==> src/rtl/uart_arb_pkg.sv <==
// Shared types and constants for the UART transmit arbiter.
package uart_arb_pkg;

  typedef enum logic {StIdle, StGrant} arb_state_e;

  localparam int unsigned DefNreq     = 4;
  localparam int unsigned DefMaxBurst = 16;
  localparam int unsigned DefIdleTmo  = 64;

  // Burst and idle counters only need to reach 255.
  localparam int unsigned CntW     = 8;
  localparam int unsigned ByteCntW = 16;

endpackage

==> src/rtl/rr_pick.sv <==
// Round-robin requester pick: first active request after i_last, wrapping modulo NREQ.
module rr_pick #(
  parameter int unsigned NREQ = 4
) (
  input  logic [NREQ-1:0]         i_req,
  input  logic [$clog2(NREQ)-1:0] i_last,
  output logic [$clog2(NREQ)-1:0] o_grant,
  output logic                    o_any
);

  localparam int unsigned IdW = $clog2(NREQ);

  always_comb begin
    int unsigned      idx;
    logic [IdW-1:0]   sel;
    o_grant = i_last;
    o_any   = |i_req;
    idx     = 0;
    sel     = '0;
    // Walk farthest-first so the nearest active requester wins.
    for (int unsigned k = NREQ; k != 0; k--) begin
      idx = (32'(i_last) + k) % NREQ;
      sel = IdW'(idx);
      if (i_req[sel]) o_grant = sel;
    end
  end

endmodule

==> src/rtl/uart_tx_arb.sv <==
// Arbitrates NREQ byte streams onto one UART transmit stream with burst cap and idle timeout.
module uart_tx_arb
  import uart_arb_pkg::*;
#(
  parameter int unsigned NREQ      = DefNreq,
  parameter int unsigned MAX_BURST = DefMaxBurst,
  parameter int unsigned IDLE_TMO  = DefIdleTmo
) (
  input  logic                    clk,
  input  logic                    rst_n,
  input  logic [NREQ-1:0]         req_valid,
  input  logic [NREQ*8-1:0]       req_data,
  input  logic [NREQ-1:0]         req_last,
  output logic [NREQ-1:0]         req_ready,
  output logic [7:0]              tx_tdata,
  output logic                    tx_tvalid,
  input  logic                    tx_tready,
  output logic [$clog2(NREQ)-1:0] grant_id,
  output logic                    busy,
  output logic [ByteCntW-1:0]     byte_count
);

  localparam int unsigned     IdW       = $clog2(NREQ);
  localparam logic [CntW-1:0] BurstLast = CntW'(MAX_BURST - 1);
  localparam logic [CntW-1:0] IdleLast  = CntW'(IDLE_TMO - 1);

  arb_state_e           r_state, w_state_nxt;
  logic [IdW-1:0]       r_grant_id, w_pick;
  logic [CntW-1:0]      r_burst_cnt, r_idle_cnt;
  logic [7:0]           r_tdata, w_gdata;
  logic                 r_tvalid;
  logic [ByteCntW-1:0]  r_byte_cnt;
  logic                 w_any, w_slot, w_xfer, w_gvalid, w_glast, w_granted;

  rr_pick #(
    .NREQ(NREQ)
  ) u_rr_pick (
    .i_req  (req_valid),
    .i_last (r_grant_id),
    .o_grant(w_pick),
    .o_any  (w_any)
  );

  always_comb begin
    w_gvalid  = req_valid[r_grant_id];
    w_glast   = req_last[r_grant_id];
    w_gdata   = req_data[{r_grant_id, 3'b000} +: 8];
    w_granted = rst_n && (r_state == StGrant);
    // Output register can take a byte when empty or draining this cycle.
    w_slot    = !r_tvalid || tx_tready;
    w_xfer    = w_granted && w_gvalid && w_slot;
    req_ready = '0;
    if (w_granted) req_ready[r_grant_id] = w_slot;
  end

  always_comb begin
    w_state_nxt = r_state;
    unique case (r_state)
      StIdle: begin
        if (w_any) w_state_nxt = StGrant;
      end
      StGrant: begin
        if (w_xfer && (w_glast || r_burst_cnt == BurstLast)) begin
          w_state_nxt = StIdle;
        end else if (!w_gvalid && r_idle_cnt == IdleLast) begin
          w_state_nxt = StIdle;
        end
      end
      default: w_state_nxt = StIdle;
    endcase
  end

  always_ff @(posedge clk) begin
    if (!rst_n) begin
      r_state     <= StIdle;
      r_grant_id  <= IdW'(NREQ - 1);
      r_burst_cnt <= '0;
      r_idle_cnt  <= '0;
      r_tdata     <= '0;
      r_tvalid    <= 1'b0;
      r_byte_cnt  <= '0;
    end else begin
      r_state <= w_state_nxt;
      if (r_state == StIdle && w_any) begin
        r_grant_id  <= w_pick;
        r_burst_cnt <= '0;
        r_idle_cnt  <= '0;
      end else if (r_state == StGrant) begin
        if (w_xfer) begin
          r_burst_cnt <= r_burst_cnt + CntW'(1);
          r_idle_cnt  <= '0;
        end else if (!w_gvalid) begin
          r_idle_cnt <= r_idle_cnt + CntW'(1);
        end
      end
      // Load wins over drain so a simultaneous load/drain has no bubble.
      if (w_xfer) begin
        r_tdata  <= w_gdata;
        r_tvalid <= 1'b1;
      end else if (tx_tready) begin
        r_tvalid <= 1'b0;
      end
      if (r_tvalid && tx_tready) r_byte_cnt <= r_byte_cnt + ByteCntW'(1);
    end
  end

  assign tx_tdata   = r_tdata;
  assign tx_tvalid  = r_tvalid;
  assign grant_id   = r_grant_id;
  assign busy       = (r_state == StGrant);
  assign byte_count = r_byte_cnt;

endmodule
==> config.mk <==
export PLATFORM = sky130hd
export DESIGN_NAME = uart_tx_arb
export DESIGN_NICKNAME = d
export VERILOG_FILES = /design/src/rtl/uart_arb_pkg.sv /design/src/rtl/rr_pick.sv /design/src/rtl/uart_tx_arb.sv
export SDC_FILE = /design/constraint.sdc
export NUM_CORES = 1
export LEC_CHECK = 0
export ABC_AREA = 1
export ABC_CLOCK_PERIOD_IN_PS = 1650
export BUFFER_PORTS_ARGS = -buffer_cell sky130_fd_sc_hd__buf_2
export CORE_ASPECT_RATIO = 1.25
export CORE_MARGIN = 1
export CORE_UTILIZATION = 47
export DETAILED_ROUTE_END_ITERATION = 8
export PLACE_DENSITY = 0.84
export SYNTH_ARGS = -nofsm -noshare
export SYNTH_HDL_FRONTEND = slang
export SYNTH_SLANG_ARGS = --single-unit
==> constraint.sdc <==
create_clock -name clk -period 1.65 [get_ports clk]
set_input_delay 0 -clock clk [delete_from_list [all_inputs] [get_ports clk]]
set_output_delay 0 -clock clk [all_outputs]
set_load 0.05 [all_outputs]
# Word-level counts from Yosys, hierarchy flattened
# Cells that the tools add are included.
[totals]
regBits = 44
latch_bits = 0
ramBits = 0
mem_bits_ro = 0
in_bits = 43
out_inout_bits = 32
elab_cells = 73
n_memories = 0
[op_classes]
add_sub_neg = 7
mul = 0
div = 0
magnitude_cmp = 6
n_eq_ne = 3
n_shift = 1
n_mux = 27
n_bitwise = 3
reduce_logical = 19
[ops]
columns = ["op", "n"]
rows = [
  ["indexed part select 32 x 6 -> 8 bit", 1],
  ["adder 16 x 1 -> 16 bit, second input constant", 1],
  ["adder 8 x 1 -> 8 bit, second input constant", 2],
  ["two-way mux 8 bit", 2],
  ["less-than comparator 2 x 3 -> 1 bit, second input constant", 5],
  ["binary-select mux 1 bit (select 2 bit)", 6],
  ["two-way mux 1 bit", 12],
  ["equality test 8 x 4 -> 1 bit, second input constant", 1],
  ["equality test 8 x 6 -> 1 bit, second input constant", 1],
  ["logical AND 1 bit", 8],
  ["two-way mux 2 bit", 4],
  ["AND reduction 2 bit", 3],
  ["adder 2 x 1 -> 2 bit, second input constant", 2],
  ["adder 2 bit, second input constant", 2],
  ["AND 4 bit", 1],
  ["two-way mux 4 bit", 1],
  ["nonzero test 4 bit", 1],
  ["OR reduction 4 bit", 1],
  ["demux 1 bit (select 2 bit)", 1],
  ["greater-or-equal comparator 2 x 1 -> 1 bit, second input constant", 1],
  ["zero test 1 bit", 2],
  ["logical OR 1 bit", 2],
  ["!= test 2 bit, second input constant", 1],
  ["inverter 1 bit", 2],
  ["other kinds (3)", 3],
]

# Logic depth before layout (Yosys ltp)
# Gate-level depths: netlist (run 1).
[depth]
depth_word = 7
ltp_mapped = 11

# By module
# Synthesis (run 1) repeated with hierarchy kept, for this count alone.
[unflattened]
cells_unflattened = 455
hier_area_um2 = 2829.0
[by_module_without_submodules]
columns = ["module", "instances", "cells_each", "area_per_inst_um2", "seq_area_each_um2"]
rows = [
  ["uart_tx_arb", 1, 412, 2625.0, 880.8],
  ["rr_pick", 1, 43, 203.9, 0.0],
]

# Least setup slack after synthesis (run 1)
# No wires, ideal clock.
[synth_path]
kind = "register to register"
start = "register r_grant_id[0] (netlist: grant_id[0])"
end = "register r_grant_id[0] (netlist: grant_id[0])"
setup_time_ns = 0.127
arrival_ns = 1.858
path_slack_ns = -0.335
path_stages_with_launch = 12
path_buffers = 1
cell_sequence = "dfxtp_1 -> inv_2 -> clkbuf_1 -> ha_1 -> inv_1 -> nand2_1 -> nand2_1 -> inv_1 -> nand2_1 -> nand3_1 -> nand2_1 -> nand3_1"
[synth_between]
elab_chain_len = 6
[synth_rtl]
columns = ["element", "line_no", "text"]
rows = [
  ["from (decl)", "uart_tx_arb.sv:28", "logic [IdW-1:0] r_grant_id, w_pick;"],
  ["from (signal assigned)", "uart_tx_arb.sv:76", "r_grant_id <= IdW'(NREQ - 1);"],
  ["from (signal assigned)", "uart_tx_arb.sv:85", "r_grant_id <= w_pick;"],
  ["adder 2 bit", "rr_pick.sv:22", "idx = (32'(i_last) + k) % NREQ;"],
  ["binary-select mux 1 bit (select 2 bit)", "rr_pick.sv:24", "if (i_req[sel]) o_grant = sel;"],
  ["two-way mux 1 bit (not written as such)", "rr_pick.sv:24", ""],
  ["two-way mux 2 bit (3 in series)", "rr_pick.sv:24", ""],
]
# Parallel ways exist; a longest one is shown, timed or not. The select of a mux whose other input is x is not followed.
# A chain may end at the register's enable or synchronous reset.

# Worst setup path in the final report (run 1)
[layout_path]
start = "register r_grant_id[1] (netlist: grant_id[1])"
end = "output req_ready[1]"
[layout_between]
elab_chain_len = 6
[layout_rtl]
columns = ["element", "line_no", "text"]
rows = [
  ["less-than comparator 2 x 3 -> 1 bit (not written as such) or greater-or-equal comparator 2 x 1 -> 1 bit (tied branches)", "uart_tx_arb.sv:53", "if (w_granted) req_ready[r_grant_id] = w_slot;"],
  ["logical AND 1 bit (not written as such)", "uart_tx_arb.sv:53", ""],
  ["two-way mux 1 bit (not written as such)", "uart_tx_arb.sv:53", ""],
  ["demux 1 bit (select 2 bit) (*)", "uart_tx_arb.sv:53", ""],
  ["AND 4 bit (no line) (*)", "n/a", ""],
  ["two-way mux 4 bit (*)", "uart_tx_arb.sv:53", ""],
  ["to (decl)", "uart_tx_arb.sv:14", "output logic [NREQ-1:0] req_ready,"],
]
# Mark *: on every way between the ends. The rest lies on a longest branch, timed or not.

==> results of run 1 <==
-- sequential cells by signal (all words and copies together) (netlist names) --
register / count
tx_tvalid: 1
byte_count: 16
r_burst_cnt: 8
r_idle_cnt: 8
busy: 1
tx_tdata: 8
grant_id: 2
-- critical path, cell delays in order, from the launching register on --
cell and delay, ns:
dfxtp_4 0.41, inv_2 0.10, buf_4 0.18, ha_1 0.16
nand2_1 0.05, nor2_1 0.12, buf_6 0.17
-- routing by layer --
layer	GRT usage [%]	up-vias	part of all wire, %
met1	24.54	1323	41
li1	-	1522	-
met4	11.32	0	2.0
met5	0	-	0
met3	4.465	11	4.3
met2	45.72	92	53
-- cell usage in the layout, fill, tap and decap left out, types with 2 or more instances in the layout --
| cell type | synthesis | layout |
|---|---|---|
| dfxtp_2 | 0 | 4 |
| dfxtp_4 | 0 | 2 |
| xor2_1 | 3 | 3 |
| buf_2 | 4 | 73 |
| nand3_2 | 3 | 3 |
| nor3_1 | 9 | 9 |
| o22ai_1 | 8 | 8 |
| dfxtp_1 | 44 | 38 |
| nand3_1 | 26 | 26 |
| nand4_1 | 8 | 8 |
| inv_2 | 2 | 3 |
| nand2_1 | 103 | 103 |
| nor2_2 | 1 | 3 |
| o21ai_0 | 36 | 36 |
| a21oi_1 | 22 | 22 |
| clkbuf_8 | 0 | 6 |
| nand2_2 | 3 | 3 |
| nor2_1 | 84 | 82 |
| buf_4 | 0 | 8 |
| inv_1 | 49 | 48 |
| ha_1 | 7 | 7 |
-- cells by family (layout without fill, tap and decap cells) --
kind of cell    Yosys count  count (layout)  synth area share [%]
fa+ha+maj                 7               7                 3.316
xor+xnor                  4               4                 1.327
buf+inv                  63             141                 9.711
flops                    44              44                 33.35
compound gates           67              67                 13.12
simple gates            243             243                 39.18
-- worst min path at each step --
| stage | start | end | slack, ns | cells past startpoint |
|---|---|---|---|---|
| 2_1_floorplan | tx_tready | tx_tvalid | 0.26 | 3 |
| 3_3_place_gp | rst_n | byte_count[3] | 0.35 | 3 |
| 3_5_place_dp | rst_n | byte_count[3] | 0.35 | 3 |
| 4_1_cts | rst_n | byte_count[3] | 0.03 | 3 |
| 5_1_grt | rst_n | byte_count[5] | 0.03 | 3 |
| 6_report | rst_n | byte_count[3] | 0.04 | 3 |
-- through the flow --
step           cells  util [%]
2_1_floorplan    428         -
5_1_grt          570     59.70
6_report         570     59.70
3_3_place_gp     562     57.43
4_1_cts          570     59.58
3_5_place_dp     562     57.43
-- final cells by class --
type / instances / area, µm² / share of cell area, %
clock inverters: 1 / 8.758 / 0.2714
inverters: 51 / 191.4 / 5.933
clock buffers: 7 / 107.6 / 3.335
repair buffers: 82 / 436.7 / 13.53
well taps: 64 / 80.08 / 2.482
flip-flops and latches: 44 / 893.4 / 27.69
multi-input cells: 321 / 1509 / 46.76
-- power groups by stage --
stage	clock network [µW]	registers, µW	logic (µW)
5_1_grt	885	1260	1630
6_report	826	1240	1440
3_3_place_gp	0	1260	1400
2_1_floorplan	0	1440	927
3_5_place_dp	0	1260	1430
4_1_cts	848	1240	1440
-- repair_timing --
item	CTS	global route
buffers inserted	0	0
resized for setup	0	4
endpoints found under the setup margin	0	1
==> run_results.csv, run 1 <==
group,metric,value,unit
floorplanning,die_h,85.82,µm
pwr,peakVddDrop,665.0,µV
detailed_routing,wl_per_cell,11.59,µm
floorplanning,rows,30,
worst_setup_path,r2r_setup_slack,0.17,ns
logic_synthesis,synth-seq-cells,44,
logic_synthesis,synthTopCellsByArea,"dfxtp_1 33%, nand2_1 15%, nor2_1 12%",
sta,post-route-min-period,1.507,ns
clocking,cts_buffer_depth,2,
pwr,pwr-share-comb,41.1,%
clocking,holdBufCountCts,0,
sta,setup_ws,0.1425,ns
logic_synthesis,ys_warn_count,0,
pwr,p_total,3509,µW
logic_synthesis,synth_commonest_cells,"103 x nand2_1, 84 x nor2_1, 49 x inv_1",
global_routing,first_global_vias,2829,
clocking,cts_buffers,5,
pwr,swShare,41.79,%
sta,worst_slew_pin_slew,0.3984,ns
final_layout,finalInstanceArea,3227,µm²
worst_setup_path,critPathCaptureType,"output port",
clocking,htreeDepth,2,
logic_synthesis,synth_edf_count,0,
detailed_routing,avgViaCountPerCell,5.172,
logic_synthesis,syn_nets,478,
clocking,clkTransAtPathRegs,0.09,ns
final_layout,synthToLayoutAreaGrowth,22.17,%
floorplanning,die_w,69.05,µm
logic_synthesis,synth_top_area_share,33.35,%
sta,fmax,663.4,MHz
detailed_routing,drt_iter0_markers,95,
pwr,powerDensity,1087,nW/µm²
run_status,status,"complete, no violations",
pwr,power_switching,1466,µW
logic_synthesis,ys_types,27,
floorplanning,start_util,48.87,%
detailed_routing,antenna_left,0,
global_routing,antenna_found_initial,0,
flow_run,drv_cap,0,
detailed_routing,drt-total-wl,6608,µm
placed_design,pre_cts_ws,0.1995,ns
sta,rsz0062_at_grt,"no",
sta,fin_setup_tns,0,ns
placed_design,gp_congestion,0.8184,
min_path,hp-class,"primary input to flop",
pwr,clkPwrFrac,23.5,%
global_routing,grt_max_degree,23,
floorplanning,fp.coreArea,5405,µm²
sta,skew,0.007658,ns
sta,holdWs,0.03605,ns
logic_synthesis,synth_area,2641,µm²
sta,relSlewSlack,73.34,%
final_layout,nNetsFinal,555,
sta,maxSlewViolCount,0,
final_layout,n_antenna_cell,0,
placed_design,io_buffer_count,74,
sta,finalCritPeriodShare,91.36,%
detailed_routing,via_count,2948,
sta,setup_viol,0,
detailed_routing,drc,0,
logic_synthesis,synth.most_common_cell,"nand2_1",
pwr,seq_power_share,35.4,%
clocking,cts_tree,"done",
global_routing,overflow,0,
global_routing,grt_usage,23.77,%
worst_setup_path,timing.rr.start,"byte_count[0]",
worst_setup_path,required,1.65,ns
logic_synthesis,syn_avg_cell_area,6.171,µm²
worst_setup_path,reg2reg_to,"byte_count[14]",
clocking,clock_latency,0.30,ns
worst_setup_path,worst-path-max-fanout,16,
floorplanning,die-area,5926,µm²
logic_synthesis,synth.yosys.seq_area_share,33.35,%
placed_design,dp_hpwl,5099,µm
worst_setup_path,startpoint_type,"flop",
pwr,p_leak,0.001472,µW
global_routing,grt_pass1_wl,11560,µm
clocking,cts.sinks,44,
logic_synthesis,ys.flop_type,"dfxtp_1",
final_layout,drive_above_1_share,21.94,%
final_layout,nFillCells,515,
logic_synthesis,yosys.area.top_type,"dfxtp_1",
detailed_routing,first_pass_iters,4,
worst_setup_path,endpoint,"req_ready[1]",
worst_setup_path,worstSetupPathType,"flop to output port",
logic_synthesis,synthArstFlopShare,0,%
clocking,clockRootBuffer,"clkbuf_8",
placed_design,dpl-instance-area,3104,µm²
worst_setup_path,crit_arrival,1.51,ns
floorplanning,ios,75,
sta,final_hold_viol_count,0,
logic_synthesis,synthCells,428,
pwr,p_int,2043,µW
worst_setup_path,cp-startpoint,"grant_id[1]",
worst_setup_path,reg2reg_depth,8,
No activity file was read; power rests on OpenSTA's default activity.
==> inputs of run 2 (changes only) <==
CELL_PAD_IN_SITES_DETAIL_PLACEMENT = 1   (was default)
CELL_PAD_IN_SITES_GLOBAL_PLACEMENT = 1   (was default)
CORE_UTILIZATION = 32   (was 47)
CTS_CLUSTER_SIZE = 8   (was default)
==> run 2 against run 1 <==
Effect of this change:
- hold slack worse by 0.028 ns
- maximum frequency is 5.7% lower
- highest routed layer unchanged
- cell count grew 5.4%
- largest power group unchanged
==> run_results.csv, run 2 (same netlist as run 1, synthesis figures left out) <==
group,metric,value,unit
detailed_routing,drt_iter0_markers,56,
global_routing,first_global_vias,3212,
run_status,status,"complete, no violations",
flow_run,drv_cap,0,
sta,fmax,625.5,MHz
final_layout,regArea,893.4,µm²
worst_setup_path,worst-path-max-fanout,16,
final_layout,fin_cells,601,
clocking,clock_latency,0.30,ns
detailed_routing,wl_per_cell,13.35,µm
floorplanning,ios,75,
worst_setup_path,slowest_stage,"dfxtp_4",
pwr,peakVddDrop,413.6,µV
floorplanning,die-area,8624,µm²
global_routing,antenna_found_initial,0,
clocking,cts_buffer_depth,2,
placed_design,io_buffer_count,74,
worst_setup_path,required,1.65,ns
min_path,hold_path_startpoint,"rst_n",
placed_design,dp.cells,593,
detailed_routing,avgViaCountPerCell,5.028,
clocking,clockRootBuffer,"clkbuf_8",
pwr,p_leak,0.001464,µW
sta,maxSlewViolCount,0,
global_routing,grt_util_met3,4.701,%
sta,skew,0.003865,ns
clocking,cts_tree,"done",
worst_setup_path,cpPeakStageDelay,0.42,ns
worst_setup_path,cp-startpoint,"grant_id[1]",
global_routing,grtUsageMet2,38.00,%
pwr,powerDensity,1059,nW/µm²
placed_design,gp_congestion,0.8036,
worst_setup_path,reg2reg_to,"grant_id[0]",
floorplanning,die_w,83.26,µm
global_routing,grt_max_degree,23,
global_routing,grt_usage,19.30,%
final_layout,synthToLayoutAreaGrowth,23.40,%
final_layout,nNetsFinal,555,
global_routing,overflow,0,
floorplanning,rows,36,
floorplanning,fp.coreArea,7883,µm²
final_layout,drive_above_1_share,22.53,%
final_layout,largest_register_ffs,16,
detailed_routing,drc,0,
sta,worst_slew_pin_slew,0.3713,ns
final_layout,nFillCells,1108,
sta,relSlewSlack,75.19,%
sta,finalCritPeriodShare,96.89,%
global_routing,top_usage_layer,"met2",
global_routing,grt_pass1_wl,13830,µm
detailed_routing,via_count,3022,
floorplanning,start_util,33.51,%
sta,final_hold_viol_count,0,
min_path,holdPathStages,2,
placed_design,dp_hpwl,6361,µm
clocking,cts.sinks,44,
clocking,holdBufCountCts,0,
final_layout,layout_common_cells,"103 x nand2_1, 79 x nor2_1, 71 x buf_2",
sta,holdWs,0.008294,ns
final_layout,multi_input_area,1521,µm²
worst_setup_path,worstSetupPathType,"flop to output port",
final_layout,final_util,41.35,%
clocking,cts_buffers,5,
min_path,hp-class,"primary input to flop",
clocking,htreeDepth,2,
worst_setup_path,timing.rr.start,"grant_id[1]",
detailed_routing,antenna_left,0,
worst_setup_path,crit_arrival,1.60,ns
worst_setup_path,crit_chain,"inv_1 > buf_4 > ha_1 > nand2_1 > nor2_1 > clkbuf_4",
global_routing,use_met1,19.66,%
min_path,holdPathEnd,"grant_id[1]",
sta,post-route-min-period,1.599,ns
detailed_routing,drt-total-wl,8023,µm
worst_setup_path,reg2reg_depth,10,
final_layout,n_antenna_cell,0,
floorplanning,die_h,103.6,µm
worst_setup_path,startpoint_type,"flop",
detailed_routing,first_pass_iters,4,
worst_setup_path,critPathCaptureType,"output port",
final_layout,final_common_cell,"nand2_1",
clocking,cts_setup_buffers,0,
clocking,clkTransAtPathRegs,0.09,ns
worst_setup_path,r2r_setup_slack,0.13,ns
sta,setup_viol,0,
-- run 2: cell count changes in the layout (fill, tap and decap cells not counted) --
| cell | before | now |
|---|---|---|
| nor2_2 | 3 | 6 |
| buf_2 | 73 | 71 |
| clkinv_4 | 1 | 0 |
| clkbuf_4 | 0 | 3 |
| clkinv_2 | 0 | 2 |
| nor3_2 | 1 | 2 |
| inv_1 | 48 | 49 |
| nor2_1 | 82 | 79 |
| nor3_1 | 9 | 8 |
| clkbuf_16 | 1 | 0 |
| inv_2 | 3 | 2 |
| buf_4 | 8 | 7 |
-- run 2: power by group --
part	total, µW	internal, µW	switching [µW]
Combinational	1480	474	1010
Clock	724	335	389
Sequential	1240	1140	101
Total	3450	1950	1500
-- run 2: worst max-delay path, delay by kind of cell (launching register included) --
family	cells	cell delay [ns]
adders and majority gates	1	0.16
buffers and inverters	3	0.57
DFF	1	0.42
and+or+nand+nor	2	0.15
-- run 2: worst max path at each step --
stage / end / slack [ns] / cells after the start
global placement: grant_id[0] / 0.21 / 10
floorplan: grant_id[0] / -0.005 / 11
finish: req_ready[1] / 0.05 / 6
detailed placement: grant_id[0] / 0.13 / 10
CTS: req_ready[2] / 0.02 / 6
global route: req_ready[1] / -0.03 / 6
-- run 2: layout make-up --
type / instances / share of cell area, %
multi-input cells: 321 / 46.68
flip-flops and latches: 44 / 27.41
repair buffers: 82 / 13.55
inverters: 51 / 5.873
well taps: 95 / 3.647
clock buffers: 6 / 2.534
clock inverters: 2 / 0.3071
-- run 2: what timing repair did --
action,4_1_cts,5_1_grt
gates resized for setup,0,8
endpoints found under the setup margin,0,6
hold endpoints to repair,0,0
-- run 2: routing by layer --
metal / vias up / routed length (µm)
li1: 1519 / -
met1: 1415 / 3248
met2: 76 / 4237
met3: 12 / 400
met4: 0 / 137
met5: - / 0
-- run 2: through the flow --
stage | power (µW) | cell area [µm²] | setup TNS [ns] | setup slack (ns)
finish | 3453 | 3259 | 0 | 0.05134
global route | 3709 | 3259 | -0.03196 | -0.03196
CTS | 3482 | 3236 | 0 | 0.02421
floorplan | 2365 | 2659 | -0.005169 | -0.005169
global placement | 2720 | 3143 | 0 | 0.2120
detailed placement | 2764 | 3143 | 0 | 0.1293
==> inputs of run 3 (changes only) <==
--- a/config.mk
+++ b/config.mk
@@ -11,9 +11,10 @@
 export CELL_PAD_IN_SITES_DETAIL_PLACEMENT = 1
 export CELL_PAD_IN_SITES_GLOBAL_PLACEMENT = 1
-export CORE_ASPECT_RATIO = 1.25
+export CORE_ASPECT_RATIO = 0.7
 export CORE_MARGIN = 1
 export CORE_UTILIZATION = 32
 export CTS_CLUSTER_SIZE = 8
 export DETAILED_ROUTE_END_ITERATION = 8
+export MAX_ROUTING_LAYER = met4
 export PLACE_DENSITY = 0.84
 export SYNTH_ARGS = -nofsm -noshare
==> constraint.sdc (replaced) <==
create_clock -name clk -period 1.65 [get_ports clk]
set_input_delay 0.165 -clock clk [delete_from_list [all_inputs] [get_ports clk]]
set_output_delay 0.165 -clock clk [all_outputs]
set_load 0.05 [all_outputs]
==> run 3 against run 2 <==
Effect of this change:
- non-clock buffer count up 4
- utilization rose by 1.1 points
- cell count rose by 1.7%
- clock power up 57%
- combinational power up 6%
- hold slack better by 0.27 ns
- register-to-register slack gained 0.02 ns
- die area hardly changed
- global-route usage rose by 2.0 points
- critical path type unchanged
- critical endpoint is now req_ready[2]
- largest cell class unchanged
==> run_results.csv, run 3 (same netlist as run 1, synthesis figures left out) <==
group,metric,value,unit
final_layout,drive_above_1_share,23.14,%
worst_setup_path,required,1.48,ns
global_routing,grt_pass1_wl,14440,µm
sta,finalCritPeriodShare,94.41,%
pwr,swShare,40.52,%
placed_design,dp.cells,601,
clocking,cts.sinks,44,
placed_design,io_buffer_count,74,
sta,final_hold_viol_count,0,
global_routing,grt_usage,21.26,%
sta,setup_ws,0.09227,ns
sta,fmax,642.0,MHz
pwr,peakVddDrop,519.0,µV
floorplanning,start_util,33.27,%
detailed_routing,drt-total-wl,8514,µm
final_layout,nNetsFinal,559,
global_routing,grt_max_degree,22,
global_routing,overflow,0,
pwr,powerDensity,1164,nW/µm²
floorplanning,die-area,8627,µm²
global_routing,grt_util_met3,3.320,%
floorplanning,fp.coreArea,7939,µm²
global_routing,top_usage_layer,"met2",
pwr,p_leak,0.001517,µW
pwr,p_int,2336,µW
sta,rsz0062_at_grt,"no",
pwr,clkPwrFrac,29.1,%
clocking,cts_buffers,5,
placed_design,dp_hpwl,6725,µm
clocking,holdBufCountCts,0,
detailed_routing,avgViaCountPerCell,4.992,
clocking,clkTransAtPathRegs,0.06,ns
worst_setup_path,r2r_setup_slack,0.15,ns
floorplanning,die_h,78.01,µm
global_routing,grtUsageMet2,34.97,%
clocking,clock_latency,0.30,ns
pwr,power_switching,1591,µW
flow_run,drv_cap,0,
detailed_routing,drt_iter0_markers,86,
sta,worst_slew_pin_slew,0.3756,ns
global_routing,antenna_found_initial,0,
sta,fin_setup_tns,0,ns
detailed_routing,wl_per_cell,13.93,µm
final_layout,layout_common_cells,"103 x nand2_1, 79 x nor2_1, 73 x buf_2",
floorplanning,rows,27,
global_routing,first_global_vias,3119,
worst_setup_path,worstSetupPathType,"flop to output port",
clocking,cts_tree,"done",
sta,holdWs,0.2775,ns
final_layout,nFillCells,1078,
final_layout,synthToLayoutAreaGrowth,27.71,%
floorplanning,die_w,110.6,µm
min_path,hp-class,"primary input to flop",
detailed_routing,antenna_left,0,
final_layout,largest_register_ffs,16,
floorplanning,ios,75,
sta,post-route-min-period,1.558,ns
detailed_routing,first_pass_iters,4,
sta,maxSlewViolCount,0,
placed_design,pre_cts_ws,0.1576,ns
final_layout,n_antenna_cell,0,
sta,skew,0.01117,ns
worst_setup_path,startpoint_type,"flop",
sta,setup_viol,0,
pwr,pwr-share-comb,39.9,%
final_layout,fin_cells,611,
clocking,clockRootBuffer,"clkbuf_16",
run_status,status,"complete, no violations",
final_layout,final_common_cell,"nand2_1",
pwr,seq_power_share,31.0,%
detailed_routing,via_count,3050,
clocking,htreeDepth,2,
detailed_routing,drc,0,
clocking,cts_buffer_depth,2,
worst_setup_path,crit_arrival,1.39,ns
sta,relSlewSlack,74.90,%
placed_design,gp_congestion,0.8142,
worst_setup_path,critPathCaptureType,"output port",
global_routing,use_met1,26.93,%
pwr,p_total,3927,µW
worst_setup_path,worst-path-max-fanout,7,
==> run 3: cell types whose count changed in the layout (fill, tap and decap cells not counted), sizes merged <==
cell | before | now
clkbuf | 9 | 8
buf | 79 | 85
clkinv | 2 | 1
==> run 3: layer usage <==
layer | routed length [µm] | part of all wire (%)
met5 | 0 | 0
met4 | 138 | 1.6
met1 | 4313 | 51
met2 | 3869 | 45
met3 | 193 | 2.3
==> run 3: metrics by stage <==
step | utilization (%) | area [µm²]
CTS | 42.17 | 3348
global placement | 40.00 | 3176
global route | 42.49 | 3373
floorplan | - | 2670
detailed placement | 40.00 | 3176
finish | 42.49 | 3373
==> run 3: final timing paths <==
kind                      start            end  cells past startpoint
hold reg to reg   r_idle_cnt[0]  r_idle_cnt[0]                      1
setup / recovery    grant_id[0]   req_ready[2]                      5
setup reg to reg    grant_id[0]    tx_tdata[4]                      7
hold / removal      req_data[6]    tx_tdata[6]                      5
==> run 3: critical path: stages (launching register included) <==
cell	delay, ns
dfxtp_4	0.37
inv_2	0.13
ha_1	0.17
nand2_1	0.07
nor2_2	0.09
buf_2	0.26
==> run 3: area by class of cell <==
class                      instances  area [µm²]  area share (%)
tap                              101       126.4           3.746
multi-input combinational        321        1526           45.25
timing repair buffer              86       462.9           13.72
inverter                          51       191.4           5.675
clock buffer                       7       163.9           4.859
sequential                        44       893.4           26.48
clock inverter                     1       8.758          0.2596
==> run 3: power by group through the flow <==
stage / clock network, µW / registers (µW) / logic [µW]
floorplan: 0 / 1440 / 939
global placement: 0 / 1260 / 1450
detailed placement: 0 / 1270 / 1510
CTS: 1160 / 1240 / 1510
global route: 1220 / 1230 / 1740
finish: 1140 / 1220 / 1570
==> run 3: repair_timing <==
item | in CTS | in global routing
resized for setup | 0 | 3
setup buffers | 0 | 2
endpoints found under the setup margin | 0 | 5
